--- config.mk ---
export PLATFORM = sky130hd
export DESIGN_NAME = pll_lock_seq
export DESIGN_NICKNAME = d
export VERILOG_FILES = /design/src/rtl/pll_seq_pkg.sv /design/src/rtl/sync_2ff.sv /design/src/rtl/pll_lock_seq.sv
export SDC_FILE = /design/constraint.sdc
export NUM_CORES = 1
export LEC_CHECK = 0
export CAP_MARGIN = 20
export CORE_ASPECT_RATIO = 1.5
export CORE_MARGIN = 3
export CORE_UTILIZATION = 63
export CTS_CLUSTER_DIAMETER = 120
export DETAILED_ROUTE_END_ITERATION = 12
export PLACE_DENSITY_LB_ADDON = 0.2
export SYNTH_ARGS = -nofsm -noshare
export SYNTH_HDL_FRONTEND = slang
export SYNTH_SLANG_ARGS = --single-unit
--- constraint.sdc ---
create_clock -name clk -period 3.7 [get_ports clk]
set_input_delay 0.74 -clock clk [delete_from_list [all_inputs] [get_ports clk]]
set_output_delay 0.74 -clock clk [all_outputs]
set_load 0.01 [all_outputs]
--- src/rtl/pll_seq_pkg.sv ---
// rtl/pll_seq_pkg.sv - shared state encoding and widths for the PLL lock sequencer
package pll_seq_pkg;

  typedef enum logic [2:0] {
    HOLD      = 3'd0,
    WAIT_LOCK = 3'd1,
    STABLE    = 3'd2,
    RELEASE   = 3'd3,
    RUN       = 3'd4,
    FAIL      = 3'd5
  } seq_state_t;

  localparam int RETRY_W = 4;

  // Width of the shared per-state cycle counter. The counter only ever has to
  // reach (largest terminal count - 1), so $clog2 of the largest count is enough.
  function automatic int cnt_width(input int a, input int b, input int c, input int d);
    int m;
    m = a;
    if (b > m) m = b;
    if (c > m) m = c;
    if (d > m) m = d;
    if (m < 2) m = 2;
    return $clog2(m);
  endfunction

endpackage

--- src/rtl/sync_2ff.sv ---
// rtl/sync_2ff.sv - two-flop synchronizer with async active-low reset
//
// Ports:
//   clk   - destination clock
//   rst   - asynchronous active-low reset, clears both stages
//   d     - asynchronous input bits
//   q     - synchronized output, two destination cycles behind d
module sync_2ff #(
  parameter int WIDTH = 1
) (
  input  logic             clk,
  input  logic             rst,
  input  logic [WIDTH-1:0] d,
  output logic [WIDTH-1:0] q
);

  logic [WIDTH-1:0] meta;

  always_ff @(posedge clk or negedge rst) begin
    if (!rst) begin
      meta <= '0;
      q    <= '0;
    end else begin
      meta <= d;
      q    <= meta;
    end
  end

endmodule

--- src/rtl/pll_lock_seq.sv ---
// rtl/pll_lock_seq.sv - PLL reset/lock sequencer with staggered domain reset release
//
// Optional feature macro: PLL_LOCK_SEQ_LOSS_CNT_EN (adds lock_loss_cnt).
//
// Ports:
//   clk           - board input clock, the only clock
//   rst           - asynchronous active-low reset
//   pll_locked    - PLL lock indicator, asynchronous to clk
//   restart       - single-cycle pulse, leaves FAIL and starts a new sequence
//   pll_areset    - PLL reset, active-high
//   rst_n_out     - per-domain active-low resets, released in staggered order
//   ready         - high only in RUN
//   fail          - high only in FAIL
//   retry_cnt     - failed lock attempts since last lock, restart or rst
//   lock_loss_cnt - (optional) saturating count of lock losses in RELEASE/RUN
module pll_lock_seq
  import pll_seq_pkg::*;
#(
  parameter int N_DOM       = 4,
  parameter int HOLD_CYC    = 16,
  parameter int TIMEOUT_CYC = 65536,
  parameter int STABLE_CYC  = 1024,
  parameter int STAGGER_CYC = 8,
  parameter int MAX_RETRY   = 3
) (
  input  logic               clk,
  input  logic               rst,
  input  logic               pll_locked,
  input  logic               restart,
  output logic               pll_areset,
  output logic [N_DOM-1:0]   rst_n_out,
  output logic               ready,
  output logic               fail,
  output logic [RETRY_W-1:0] retry_cnt
`ifdef PLL_LOCK_SEQ_LOSS_CNT_EN
  ,
  output logic [7:0]         lock_loss_cnt
`endif
);

  localparam int REL_CYC = (N_DOM - 1) * STAGGER_CYC + 1;
  localparam int CNT_W   = cnt_width(HOLD_CYC, TIMEOUT_CYC, STABLE_CYC, REL_CYC);

  localparam logic [CNT_W-1:0]   HOLD_LAST    = CNT_W'(HOLD_CYC - 1);
  localparam logic [CNT_W-1:0]   TIMEOUT_LAST = CNT_W'(TIMEOUT_CYC - 1);
  localparam logic [CNT_W-1:0]   STABLE_LAST  = CNT_W'(STABLE_CYC - 1);
  localparam logic [CNT_W-1:0]   REL_LAST     = CNT_W'(REL_CYC - 1);
  localparam logic [RETRY_W-1:0] RETRY_LIMIT  = RETRY_W'(MAX_RETRY);

  logic locked_s;

  sync_2ff #(.WIDTH(1)) u_lock_sync (
    .clk (clk),
    .rst (rst),
    .d   (pll_locked),
    .q   (locked_s)
  );

  seq_state_t         state, next_state;
  logic [CNT_W-1:0]   cnt, cnt_d;
  logic [RETRY_W-1:0] retry_d;
  logic               pll_areset_d, ready_d, fail_d;
  logic [N_DOM-1:0]   rst_n_d;

  always_ff @(posedge clk or negedge rst) begin
    if (!rst) begin
      state      <= HOLD;
      cnt        <= '0;
      retry_cnt  <= '0;
      pll_areset <= 1'b1;
      rst_n_out  <= '0;
      ready      <= 1'b0;
      fail       <= 1'b0;
    end else begin
      state      <= next_state;
      cnt        <= cnt_d;
      retry_cnt  <= retry_d;
      pll_areset <= pll_areset_d;
      rst_n_out  <= rst_n_d;
      ready      <= ready_d;
      fail       <= fail_d;
    end
  end

  // Next-state logic.
  always_comb begin
    next_state = state;
    retry_d    = retry_cnt;
    case (state)
      HOLD: begin
        if (cnt == HOLD_LAST) next_state = WAIT_LOCK;
      end
      WAIT_LOCK: begin
        // Lock is checked first so a lock seen on the timeout cycle wins.
        if (locked_s) begin
          next_state = STABLE;
        end else if (cnt == TIMEOUT_LAST) begin
          retry_d    = retry_cnt + 1'b1;
          next_state = (retry_d == RETRY_LIMIT) ? FAIL : HOLD;
        end
      end
      STABLE: begin
        if (!locked_s)                next_state = WAIT_LOCK;
        else if (cnt == STABLE_LAST)  next_state = RELEASE;
      end
      RELEASE: begin
        if (!locked_s) begin
          next_state = HOLD;
        end else if (cnt == REL_LAST) begin
          next_state = RUN;
          retry_d    = '0;
        end
      end
      RUN: begin
        if (!locked_s) next_state = HOLD;
      end
      FAIL: begin
        if (restart) begin
          next_state = HOLD;
          retry_d    = '0;
        end
      end
      default: next_state = HOLD;
    endcase
  end

  // Counter restarts on every state change; RUN and FAIL have no terminal
  // count, so the counter parks there instead of wrapping.
  always_comb begin
    cnt_d = cnt;
    if (next_state != state)
      cnt_d = '0;
    else if (state != RUN && state != FAIL)
      cnt_d = cnt + 1'b1;
  end

  // Outputs are registered from the next state so they track the state
  // register exactly; domain i releases once the RELEASE counter reaches
  // i*STAGGER_CYC, which makes bit 0 high on the first RELEASE cycle.
  always_comb begin
    pll_areset_d = (next_state == HOLD) || (next_state == FAIL);
    ready_d      = (next_state == RUN);
    fail_d       = (next_state == FAIL);
    rst_n_d      = '0;
    for (int i = 0; i < N_DOM; i++) begin
      if (next_state == RUN)
        rst_n_d[i] = 1'b1;
      else if (next_state == RELEASE && int'(cnt_d) >= i * STAGGER_CYC)
        rst_n_d[i] = 1'b1;
    end
  end

`ifdef PLL_LOCK_SEQ_LOSS_CNT_EN
  always_ff @(posedge clk or negedge rst) begin
    if (!rst) begin
      lock_loss_cnt <= '0;
    end else if ((state == RELEASE || state == RUN) && !locked_s &&
                 lock_loss_cnt != 8'hFF) begin
      lock_loss_cnt <= lock_loss_cnt + 8'd1;
    end
  end
`endif

endmodule

==> summary by stage <==
Placement
Port buffering added 14 buffers. The post-detailed-placement cell area is 2220 um^2. The placed wire-length estimate after detailed placement is 3.52 mm. Routability-driven placement finished with a final weighted congestion of 0.982. The pre-CTS setup slack is 1.14 ns.

Synth
The sequential-to-total area share from yosys stat is 38.3%. When the netlist entered floorplanning its net count stood at 231. The number of distinct library cells after synthesis is 55. The average instance in the mapped netlist occupies 9.39 um^2. After synthesis the cells add up to 2090 um^2. After synthesis, the share of flip-flops with an asynchronous set or reset is 100%. Among all flip-flop cells after synthesis, the most frequent one is sky130_fd_sc_hd__dfrtp_1. The gate count of the mapped netlist is 223. Yosys mapped a number of flops with a built-in enable equal to 0. The number of warnings issued by yosys is 0.

The register bit total from synthesis is 32.

STA
Across all setup checks in the final design, the least slack found is 1.11 ns. Derived from the worst setup path, the maximum achievable clock frequency is 0.386 GHz. The setup skew after layout is 0.00618 ns. The number of failing setup endpoints in the final timing report is 0. The actual slew at the worst max-slew pin is 0.653 ns. Setup repair after global routing left no endpoint under its margin.

For the final routed database, the setup TNS stands at 0 ns. The number of hold violations in the final report was 0. The worst path uses 70.0% of the clock period. The final-report max-slew violation count is 0. The tightest slew margin relative to the limit is 56.4%. The final period demand of the worst path is 2.59 ns. On the final layout, the worst hold slack is 0.361 ns.

Clock tree
Clock tree synthesis inserted a total of 5 buffers. The post-cts sizing count is 0. The number of hold buffers added after CTS was 0. In this run the clock root is driven by a sky130_fd_sc_hd__clkbuf_8.

Post-CTS timing repair inserted 0 buffers for setup. The CTS tree is done. The later pin in the worst-skew pair is clocked with a latency of 0.29 ns. The H-tree was split into 2 levels. The maximum clock path buffer count is 2. Clock-pin slew was measured on the worst setup and hold paths at 0.07 ns. The clock net sink count is 32.

Floorplanning
In this run the core area contains 25 standard-cell rows. The die covers 4060 um^2. The number of top-level pins is 15. Measured along the x axis, the die boundary spans 53.1 um. In this run the vertical extent of the chip is 76.6 um. After floorplanning, the core was sized to cover 3160 um^2. The effective utilization at floorplan is 66.3%.

Routing
The mean routed wirelength per cell is 17.1 um. After the first detailed-routing iteration, the DRC count stood at 47. The detailed-router iteration count before antenna repair is 4. The total wire length is 4.66 mm. The count of nets left with antenna violations after detail routing is 0. The total via count after detailed routing is 1,694. Dividing the detail-routed via count by the number of cells gives 6.23.

The number of design rule violations left after detail routing is 0.

Setup path
The worst setup path is launched from a register. The critical setup path kind is reg2reg. The minimum setup slack among reg-to-reg paths is 1.11 ns. In this run the worst path has a maximum fanout of 12. The worst register-to-register path ends at rst_n_out[2]$_DFF_PN0_. The slowest cell on the critical path is sky130_fd_sc_hd__dfrtp_1.

The number of cells on the worst reg-to-reg path is 6. The data required time at the worst endpoint is 3.84 ns. The critical path endpoint category is a register. The largest stage delay on the critical path is 0.57 ns. The critical path goes through nor2b_1 -> nor4_2 -> nand2_1 -> xor2_1 -> nor4bb_1 -> a31oi_1.

In this run the critical register-to-register path is launched from state[1]$_DFF_PN0_. STA puts the critical path data arrival time at 2.74 ns.

Global route
The total global routing track utilization is 27.1%. The via count of the first global-routing pass is 1,795. The total overflow left after global routing is 0. Entering global routing, the biggest net connects 33 pins. The initial antenna violation count is 0. The first global-routing pass estimated 8.18 mm of wire.

Job
The number of maximum-capacitance violations is 0.

Pwr
The total power is 1.02 mW. The internal power is 638 uW. The proportion of power drawn by flip-flops and latches is 44.7%.

Power spread over the standard cell area amounts to 442 nW/um^2. The net switching fraction of the power is 37.5%. For this design the static power due to leakage is 0.985 nW. The net switching component of the power is 383 uW. The combinational power share is 29.6%. VDD sags by at most 0.434 mV.

Per report_power, the clock group accounts for 25.8% of the total.

Worst hold path
The class of the most critical hold timing path is reg2reg. The cell count of the worst hold path is 0. The worst hold path begins at u_lock_sync.meta$_DFF_PN0_. The worst-case hold path end point is u_lock_sync.q$_DFF_PN0_.

Cells and area
In the final design database the tool counted 239 nets. The number of inserted diodes is 0. The final design instance area without fill is 2310 um^2. In the final layout, the share of cells above drive strength 1 is 16.4%. The relative area change from synthesis to final layout is 10.3%.

Outcome
The run finished with clean final reports.
==> worst max path at each step <==
stage	slack (ns)	end	from	cells after the start
after global placement	1.18	rst_n_out[1]$_DFF_PN0_	state[1]$_DFF_PN0_	6
final	1.11	rst_n_out[2]$_DFF_PN0_	state[1]$_DFF_PN0_	6
after global routing	0.93	rst_n_out[1]$_DFF_PN0_	state[1]$_DFF_PN0_	6
after CTS	1.14	rst_n_out[2]$_DFF_PN0_	state[1]$_DFF_PN0_	6
after floorplan	1.58	rst_n_out[1]$_DFF_PN0_	state[2]$_DFF_PN0_	8
after detailed placement	1.14	cnt[1]$_DFF_PN0_	restart	7
==> worst max-delay path, delay by kind of cell (launching register included) <==
| kind | cells | cell delay, ns |
|---|---|---|
| and+or+nand+nor | 4 | 1.45 |
| xor gates and xnor gates | 1 | 0.23 |
| DFF | 1 | 0.57 |
| AOI/OAI and AO/OA | 1 | 0.19 |
==> metrics by stage <==
| step | cells | utilization, % |
|---|---|---|
| floorplan | 223 | - |
| global placement | 264 | 70.3 |
| CTS | 272 | 73.1 |
| global route | 272 | 73.1 |
| detailed placement | 264 | 70.3 |
| finish | 272 | 73.1 |
==> power groups by stage <==
stage / clock network [mW] / registers, mW / logic, mW
floorplan: 0 / 0.424 / 0.254
global placement: 0 / 0.456 / 0.289
detailed placement: 0 / 0.459 / 0.301
CTS: 0.271 / 0.453 / 0.304
global route: 0.286 / 0.464 / 0.341
finish: 0.263 / 0.456 / 0.302
==> cells in the mapped netlist, drive strengths merged (2+ instances only) <==
cell type  instances  share of area [%]
xnor2             10                4.2
nor4               5                2.8
clkbuf             8                1.4
nand3              9                2.2
nor4bb             3                1.4
nand2b             7                2.1
nor2              27                6.0
xor2               7                2.9
o22ai              2               0.90
a21o               2               0.72
inv                9                1.6
a41oi              2                1.2
nor3               8                1.9
nor4b              4                3.3
nand4             10                4.0
o21ai             11                2.6
o31ai              3                1.7
mux2i              2               0.96
buf                7                2.3
or2                4                1.3
a211o              2                1.3
a31oi              4                1.2
a311oi             2               0.84
nand2             19                3.4
and3               4                1.2
dfrtp             31                 37
a21oi              4               0.96
ha                 4                2.4
==> layer usage <==
metal  global-route usage (%)  part of all wire, %
met1                     29.9                   38
met2                     48.3                   56
met3                     6.07                  2.9
met4                     10.2                  2.7
met5                        0                    0
==> placed cells by master, fill, tap and decap left out, types with 3 or more instances in the layout <==
cell | Yosys | routed
sky130_fd_sc_hd__ha_1 | 4 | 4
sky130_fd_sc_hd__nand3_1 | 9 | 9
sky130_fd_sc_hd__clkdlybuf4s50_1 | 0 | 14
sky130_fd_sc_hd__o21ai_0 | 8 | 8
sky130_fd_sc_hd__nand2b_1 | 7 | 7
sky130_fd_sc_hd__xnor2_1 | 10 | 10
sky130_fd_sc_hd__xor2_1 | 7 | 7
sky130_fd_sc_hd__nor2_1 | 17 | 17
sky130_fd_sc_hd__a21oi_1 | 4 | 4
sky130_fd_sc_hd__nor4bb_1 | 3 | 3
sky130_fd_sc_hd__nor2_2 | 10 | 10
sky130_fd_sc_hd__nand2_1 | 19 | 19
sky130_fd_sc_hd__a31oi_1 | 4 | 4
sky130_fd_sc_hd__nor3_1 | 8 | 8
sky130_fd_sc_hd__and3_1 | 4 | 4
sky130_fd_sc_hd__nor4b_2 | 3 | 3
sky130_fd_sc_hd__o21ai_1 | 3 | 3
sky130_fd_sc_hd__clkbuf_8 | 0 | 5
sky130_fd_sc_hd__dfrtp_1 | 31 | 31
sky130_fd_sc_hd__inv_1 | 9 | 9
sky130_fd_sc_hd__nand4_1 | 8 | 8
==> state kept, by name (all words and copies together), names as in the netlist <==
name              flops
fail                  1
rst_n_out             4
cnt                  16
state                 3
u_lock_sync.q         1
retry_cnt             4
ready                 1
u_lock_sync.meta      1
pll_areset            1
==> logic make-up after synthesis <==
logic type               Yosys count  synth area share, %
AO/OA/AOI/OAI                     37                 13.4
XOR/XNOR                          17                 7.11
adder cells (fa/ha/maj)            4                 2.39
buffers and inverters             24                 5.32
flip-flops                        32                 38.3
multiplexers                       3                 1.49
AND/OR/NAND/NOR                  106                 31.9
==> layout make-up <==
class                           count  area, um^2
Multi-Input combinational cell    167        1180
Inverter                            9        33.8
Tap cell                           40        50.0
Fill cell                         245         851
Sequential cell                    32         802
Timing Repair Buffer               16         155
Clock buffer                        5        68.8
Clock inverter                      3        18.8
Power figures use the tool's default switching activity.
